<file path="src/rtl/ddfs_pkg.sv">
// Shared DDFS definitions: sample width, crossing-threshold defaults and the
// wave-monitor FSM state encoding.
package ddfs_pkg;

    // Width of the q_VGA sample bus driven by the DDFS
    localparam int DATA_W = 10;

    // Mid-scale crossing threshold and the hysteresis half-band around it
    localparam int MID_DEFAULT  = 512;
    localparam int HYST_DEFAULT = 16;

    // Wave-monitor measurement sequencer states
    typedef enum logic [1:0] {
        IDLE    = 2'd0,
        SYNC    = 2'd1,
        MEASURE = 2'd2,
        DONE    = 2'd3
    } mon_state_e;

endpackage : ddfs_pkg

</file>
<file path="src/rtl/ddfs_xing_det.sv">
// Hysteresis rising-crossing detector for the DDFS sample stream.
// The detector arms when a valid sample falls to or below MID-HYST and reports
// one registered crossing pulse when a later valid sample reaches MID+HYST.
// Blanked samples are ignored entirely: the arm state is held, no pulse fires.
module ddfs_xing_det #(
    parameter int DATA_W = ddfs_pkg::DATA_W,
    parameter int MID    = ddfs_pkg::MID_DEFAULT,
    parameter int HYST   = ddfs_pkg::HYST_DEFAULT
) (
    input  logic              clk,
    input  logic              rst_n,
    input  logic [DATA_W-1:0] sample,
    input  logic              blank_n,
    output logic              xing
);

    // Thresholds are inclusive: a sample exactly on a threshold counts as beyond it
    localparam logic [DATA_W-1:0] LO_TH = DATA_W'(MID - HYST);
    localparam logic [DATA_W-1:0] HI_TH = DATA_W'(MID + HYST);

    logic lo_armed_q, lo_armed_d;
    logic xing_q, xing_d;

    // Next arm state and crossing decision from the current (qualified) sample
    always_comb begin
        // NOTE: every combinational output gets a default first so no path
        // leaves it unassigned, which would otherwise infer a latch.
        lo_armed_d = lo_armed_q;
        xing_d     = 1'b0;
        if (blank_n) begin
            if (lo_armed_q && (sample >= HI_TH)) begin
                xing_d     = 1'b1;
                lo_armed_d = 1'b0;
            end else if (sample <= LO_TH) begin
                lo_armed_d = 1'b1;
            end
        end
    end

    // Arm flag and registered crossing pulse
    always_ff @(posedge clk) begin
        // NOTE: reset is synchronous here, so rst_n is only looked at on the
        // clock edge and is therefore not in the sensitivity list.
        if (!rst_n) begin
            lo_armed_q <= 1'b0;
            xing_q     <= 1'b0;
        end else begin
            // NOTE: state registers use non-blocking assignments so every
            // flop samples the pre-edge values regardless of statement order.
            lo_armed_q <= lo_armed_d;
            xing_q     <= xing_d;
        end
    end

    assign xing = xing_q;

endmodule : ddfs_xing_det

</file>
<file path="src/rtl/ddfs_wave_monitor.sv">
// Receive-side monitor for the DDFS-to-DAC sample stream. Measures the
// waveform period in clk cycles, averaged over NUM_PERIODS rising crossings,
// together with the minimum and maximum valid sample over the same window.
// Results are registered on entry to DONE so that period/vmin/vmax change only
// together with the meas_valid pulse and hold between pulses.
module ddfs_wave_monitor
    import ddfs_pkg::*;
#(
    parameter int DATA_W      = ddfs_pkg::DATA_W,
    parameter int CNT_W       = 24,
    parameter int NUM_PERIODS = 4,   // must be a power of two, >= 1
    parameter int MID         = ddfs_pkg::MID_DEFAULT,
    parameter int HYST        = ddfs_pkg::HYST_DEFAULT,
    parameter int TIMEOUT     = 2**24 - 1
) (
    input  logic              clk,
    input  logic              rst_n,
    input  logic [DATA_W-1:0] sample,
    input  logic              blank_n,
    input  logic              start,
    input  logic              continuous,
    output logic              busy,
    output logic              meas_valid,
    output logic              err_timeout,
    output logic [CNT_W-1:0]  period,
    output logic [DATA_W-1:0] vmin,
    output logic [DATA_W-1:0] vmax
);

    // Averaging is a plain right shift, hence the power-of-two period count
    localparam int                LOG2_NP   = $clog2(NUM_PERIODS);
    localparam int                NC_W      = $clog2(NUM_PERIODS + 1);
    localparam logic [NC_W-1:0]   NC_LAST   = NC_W'(NUM_PERIODS);
    localparam logic [CNT_W-1:0]  TIMEOUT_C = CNT_W'(TIMEOUT);

    mon_state_e        state_q, state_d;
    logic [CNT_W-1:0]  cnt_q, cnt_d;
    logic [NC_W-1:0]   ncross_q, ncross_d;
    logic [DATA_W-1:0] min_q, min_d;
    logic [DATA_W-1:0] max_q, max_d;
    logic [CNT_W-1:0]  period_q, period_d;
    logic [DATA_W-1:0] vmin_q, vmin_d;
    logic [DATA_W-1:0] vmax_q, vmax_d;

    logic xing;
    logic timeout_hit;

    ddfs_xing_det #(
        .DATA_W (DATA_W),
        .MID    (MID),
        .HYST   (HYST)
    ) u_xing_det (
        .clk     (clk),
        .rst_n   (rst_n),
        .sample  (sample),
        .blank_n (blank_n),
        .xing    (xing)
    );

    // The counter stops at TIMEOUT because the sequencer leaves SYNC/MEASURE
    // on that very cycle, so it can never wrap.
    assign timeout_hit = (cnt_q == TIMEOUT_C);

    // Sequencer next state, counters, min/max accumulators and result capture
    always_comb begin
        state_d  = state_q;
        cnt_d    = cnt_q;
        ncross_d = ncross_q;
        min_d    = min_q;
        max_d    = max_q;
        period_d = period_q;
        vmin_d   = vmin_q;
        vmax_d   = vmax_q;

        unique case (state_q)
            IDLE: begin
                if (start) begin
                    state_d  = SYNC;
                    cnt_d    = '0;
                    ncross_d = '0;
                    min_d    = '1;
                    max_d    = '0;
                end
            end

            SYNC: begin
                if (timeout_hit) begin
                    state_d = IDLE;
                end else if (xing) begin
                    // The first crossing opens the window; accumulators are
                    // seeded from the sample present on this cycle.
                    state_d  = MEASURE;
                    cnt_d    = CNT_W'(1);
                    ncross_d = '0;
                    if (blank_n) begin
                        min_d = sample;
                        max_d = sample;
                    end else begin
                        min_d = '1;
                        max_d = '0;
                    end
                end else begin
                    cnt_d = cnt_q + CNT_W'(1);
                end
            end

            MEASURE: begin
                if (timeout_hit) begin
                    // Partial results are dropped; published outputs stay put
                    state_d = IDLE;
                end else begin
                    cnt_d = cnt_q + CNT_W'(1);
                    if (blank_n) begin
                        if (sample < min_q) min_d = sample;
                        if (sample > max_q) max_d = sample;
                    end
                    if (xing) begin
                        ncross_d = ncross_q + NC_W'(1);
                        if (ncross_d == NC_LAST) begin
                            state_d  = DONE;
                            period_d = cnt_d >> LOG2_NP;
                            vmin_d   = min_d;
                            vmax_d   = max_d;
                        end
                    end
                end
            end

            DONE: begin
                // start is not looked at here; continuous alone decides re-arm
                if (continuous) begin
                    state_d  = SYNC;
                    cnt_d    = '0;
                    ncross_d = '0;
                    min_d    = '1;
                    max_d    = '0;
                end else begin
                    state_d = IDLE;
                end
            end

            default: state_d = IDLE;
        endcase
    end

    // State, counter, accumulator and result registers
    always_ff @(posedge clk) begin
        if (!rst_n) begin
            state_q  <= IDLE;
            cnt_q    <= '0;
            ncross_q <= '0;
            min_q    <= '1;
            max_q    <= '0;
            period_q <= '0;
            vmin_q   <= '1;
            vmax_q   <= '0;
        end else begin
            state_q  <= state_d;
            cnt_q    <= cnt_d;
            ncross_q <= ncross_d;
            min_q    <= min_d;
            max_q    <= max_d;
            period_q <= period_d;
            vmin_q   <= vmin_d;
            vmax_q   <= vmax_d;
        end
    end

    assign busy        = (state_q == SYNC) || (state_q == MEASURE);
    assign meas_valid  = (state_q == DONE);
    assign err_timeout = busy && timeout_hit;
    assign period      = period_q;
    assign vmin        = vmin_q;
    assign vmax        = vmax_q;

endmodule : ddfs_wave_monitor

</file>
<file path="config.mk">
export PLATFORM = sky130hd
export DESIGN_NAME = ddfs_wave_monitor
export DESIGN_NICKNAME = d
export VERILOG_FILES = /design/src/rtl/ddfs_pkg.sv /design/src/rtl/ddfs_xing_det.sv /design/src/rtl/ddfs_wave_monitor.sv
export SDC_FILE = /design/constraint.sdc
export NUM_CORES = 1
export LEC_CHECK = 0
export ABC_AREA = 1
export CORE_MARGIN = 1.5
export CORE_UTILIZATION = 56
export DETAILED_ROUTE_END_ITERATION = 16
export PLACE_DENSITY = 0.77
export SLEW_MARGIN = 10
export SYNTH_ARGS = -nofsm -noshare
export SYNTH_HDL_FRONTEND = slang
export SYNTH_HIERARCHICAL = 1
export SYNTH_SLANG_ARGS = --single-unit
</file>
<file path="constraint.sdc">
create_clock -name clk -period 2.21 [get_ports clk]
set_input_delay 0.221 -clock clk [delete_from_list [all_inputs] [get_ports clk]]
set_output_delay 0.221 -clock clk [all_outputs]
set_load 0.005 [all_outputs]
</file>
==> results_dict.tcl, run 1 <==
set metrics [dict create \
    nFillCells 747 \
    cts_root_buffer "clkbuf_8" \
    cp_max_fo 2 \
    avgSynthCellArea_um2 6.868 \
    crit_start "cnt_q[0]$_SDFFE_PN0P_" \
    maxCapViolCount 0 \
    synth_seq_cells 93 \
    drtAntennaViolNets 0 \
    slowest_delay_ps 350 \
    dieHeight_um 99.35 \
    fin_area_mm2 0.006446 \
    hp-start "period[11]$_SDFFE_PN0P_" \
    cts_buffer_depth 2 \
    p_total_mw 5.320 \
    synth_ff_type "dfxtp_1" \
    final_nets 890 \
    relSlewSlack_pct 65.96 \
    combinationalPowerShare_pct 39.8 \
    clkTransAtPathRegs_ps 100 \
    final-max-slew-violation-count 0 \
    placed_cell_area_mm2 0.006108 \
    initial_core_util_pct 58.75 \
    routed_wl_mm 13.55 \
    die_area_mm2 0.009870 \
    via_per_inst 5.375 \
    synthArstFlopShare_pct 0 \
    cp_num_buf_inv 8 \
    syn_area_mm2 0.005199 \
    drc_errors 0 \
    netSwitchingFraction_pct 39.51 \
    track_usage_pct 28.43 \
    area_growth_pct 24.00 \
    grt_max_degree 50 \
    post_drt_wl_per_cell_um 14.12 \
    port_buffers 59 \
    yosys_warnings 6 \
    grt_pass1_vias 4857 \
    setup_viol 0 \
    netlist_top_cells_area "dfxtp_1, nand2_1, a21oi_1" \
    path_class "reg2reg" \
    worstMarginPinSlew_ps 509.8 \
    drive_above_1_share_pct 12.79 \
    ys_seq_area_share_pct 35.81 \
    vias 5160 \
    cts_htree_levels 3 \
    power.internal_mw 3.218 \
    p_leak_nw 2.778 \
    cts_buffers 9 \
    ys_types 36 \
    reg2reg_from "cnt_q[0]$_SDFFE_PN0P_" \
    crit_arrival_ps 2450 \
    crit_path_frequent_cell "buf_4" \
    period_share_pct 96.30 \
    peakVddDrop_mv 0.4221 \
    netSwitchingPower_mw 2.102 \
    start_kind "flip-flop" \
    multi_input_area_mm2 0.002879 \
    crit_chain "ha_4 -> nand2_2 -> nor2_2 -> buf_4 -> buf_4 -> buf_4 -> buf_4 -> buf_4 -> buf_4 -> buf_4 -> buf_4 -> nand3_2 -> xnor2_2 -> nand2_1 -> a21oi_2" \
    dr.pass1.iters 5 \
    clock_latency_ps 380 \
    overflow 0 \
    hold-worst-slack_ps 468.9 \
    core_mm2 0.008848 \
    status "completed" \
    row_count 34 \
    gp_congestion 0.9081 \
    cts_tree "done" \
    yosysTopAreaCell "dfxtp_1" \
    clkPwrFrac_pct 24.5 \
    antenna_found_initial 0 \
    share_seq_of_total_power_pct 35.7 \
    synth-edff-count 0 \
    synth_top_area_share_pct 35.81 \
    setup.worst_path.end_class "flip-flop" \
    die_x_um 99.35 \
    regArea_mm2 0.001864 \
    hold_path.class "reg2reg" \
    top_level_ports 62 \
    final_util_pct 72.85 \
    p_per_area_mw_per_mm2 825.4 \
    synthCells 757 \
    ff2ff_path_depth 15 \
    finalClockSkew_ps 12.41 \
    whs_path_depth 2 \
    path_delay_family "buffers and inverters" \
    grt_pass1_wl_mm 22.56 \
    tns_ps 0 \
    period_needed_ps 2128 \
    hold_violations 0 \
    fmaxAchievable_mhz 469.9 \
    hpwl_mm 9.247 \
    cp_slowest_cell "dfxtp_2" \
    drt_iter0_drc 296 \
    n_antenna_cell 0 \
    cts.sinks 93 \
    crit_cells 15 \
    critPathRequiredTime_ps 2530 \
]
-- per-layer routing --
layer	share of wire (%)	GRT usage [%]
met1	47	39.32
met2	45	45.05
met3	6.4	5.481
met4	1.2	8.884
met5	0	0
-- flip-flops by register name, indices dropped and copies added (netlist names) --
signal                 flops
cnt_q                     24
u_xing_det/lo_armed_q      1
state_q                    2
min_q                     10
u_xing_det/xing            1
period                    22
vmax                      10
ncross_q                   3
vmin                      10
max_q                     10
-- layout make-up --
| class | count | share of cell area, % |
|---|---|---|
| sequential | 93 | 28.92 |
| clock inverter | 6 | 1.495 |
| tap | 108 | 2.096 |
| clock buffer | 9 | 1.922 |
| inverter | 81 | 4.755 |
| timing repair buffer | 112 | 16.15 |
| multi-input combinational | 551 | 44.66 |
-- placed cells by master (no fill, tap or decap), types with 2 or more instances in the layout --
cell	netlist	routed
buf_4	7	49
o21ai_1	2	4
nand3_4	2	2
inv_1	74	74
nor2_4	1	3
inv_2	6	5
nand2_2	9	10
clkbuf_8	0	9
conb_1	1	2
xor2_1	15	15
buf_12	1	4
dfxtp_1	93	91
a21oi_2	8	8
nand2_1	222	221
bufinv_16	0	2
nor2_1	50	48
nor3_1	5	5
o21ai_0	44	42
clkdlybuf4s50_1	0	58
nand3_1	46	45
ha_1	27	26
a21oi_1	96	96
xnor2_1	6	5
dfxtp_2	0	2
nand3_2	2	3
nand3b_1	3	3
nand4_1	4	4
-- path summary, 6_finish.rpt --
check,to,slack [ps]
hold reg to reg,period[11]$_SDFFE_PN0P_,470
setup reg to reg,period[6]$_SDFFE_PN0P_,80
setup / recovery,period[6]$_SDFFE_PN0P_,80
hold / removal,period[11]$_SDFFE_PN0P_,470
-- Yosys cell counts (4+ instances only) --
| cell | instances |
|---|---|
| nand2_1 | 222 |
| nand4_1 | 4 |
| xnor2_1 | 6 |
| dfxtp_1 | 93 |
| xor2_1 | 15 |
| a21oi_1 | 96 |
| ha_1 | 27 |
| buf_2 | 6 |
| a21oi_2 | 8 |
| nor2_1 | 50 |
| nand2_2 | 9 |
| inv_1 | 74 |
| nor3_1 | 5 |
| inv_2 | 6 |
| nand3_1 | 46 |
| clkbuf_1 | 15 |
| o21ai_0 | 44 |
| buf_4 | 7 |
-- stage by stage --
step	setup slack, ps	cells
after global routing	-11.11	960
after detailed placement	-159.6	936
final	81.86	960
after global placement	-80.19	936
after CTS	-53.09	958
after floorplan	351.2	758
-- worst reg2reg max path: stages, from the launching register on --
cell,delay (ps)
dfxtp_2,350
ha_4,170
nand2_2,70
nor2_2,60
buf_4,130
buf_4,120
buf_4,120
buf_4,120
buf_4,120
buf_4,120
buf_4,120
buf_4,130
nand3_2,70
xnor2_2,130
nand2_1,100
a21oi_2,150
-- power groups by stage --
stage | Combinational, mW | Clock, mW | Sequential, mW
finish | 2.12 | 1.31 | 1.90
global route | 2.37 | 1.39 | 1.91
CTS | 2.07 | 1.31 | 1.89
detailed placement | 2.04 | 0 | 1.93
global placement | 1.97 | 0 | 1.92
floorplan | 1.39 | 0 | 1.91
-- logic make-up after synthesis --
logic type               Yosys count  share of synthesized area [%]
XOR/XNOR                          21                          3.538
AND/OR/NAND/NOR                  350                          29.22
adder cells (fa/ha/maj)           27                          6.498
flip-flops                        93                          35.81
AO/OA/AOI/OAI                    151                          15.16
other                              1                        0.07213
buffers and inverters            114                          9.699
-- timing repair --
item | in CTS | in global routing
resized for setup | 6 | 10
hold buffers | 0 | 0
endpoints found under the setup margin | 11 | 12
buffers inserted | 7 | 2
pin swaps | 1 | 2
No activity file was read; power rests on OpenSTA's default activity.
==> run 2, diff against run 1 <==
CAP_MARGIN = 20   (was not set)
==> results of run 2 <==
Same layout as run 1: the final DEF is identical, and so are final timing and power.
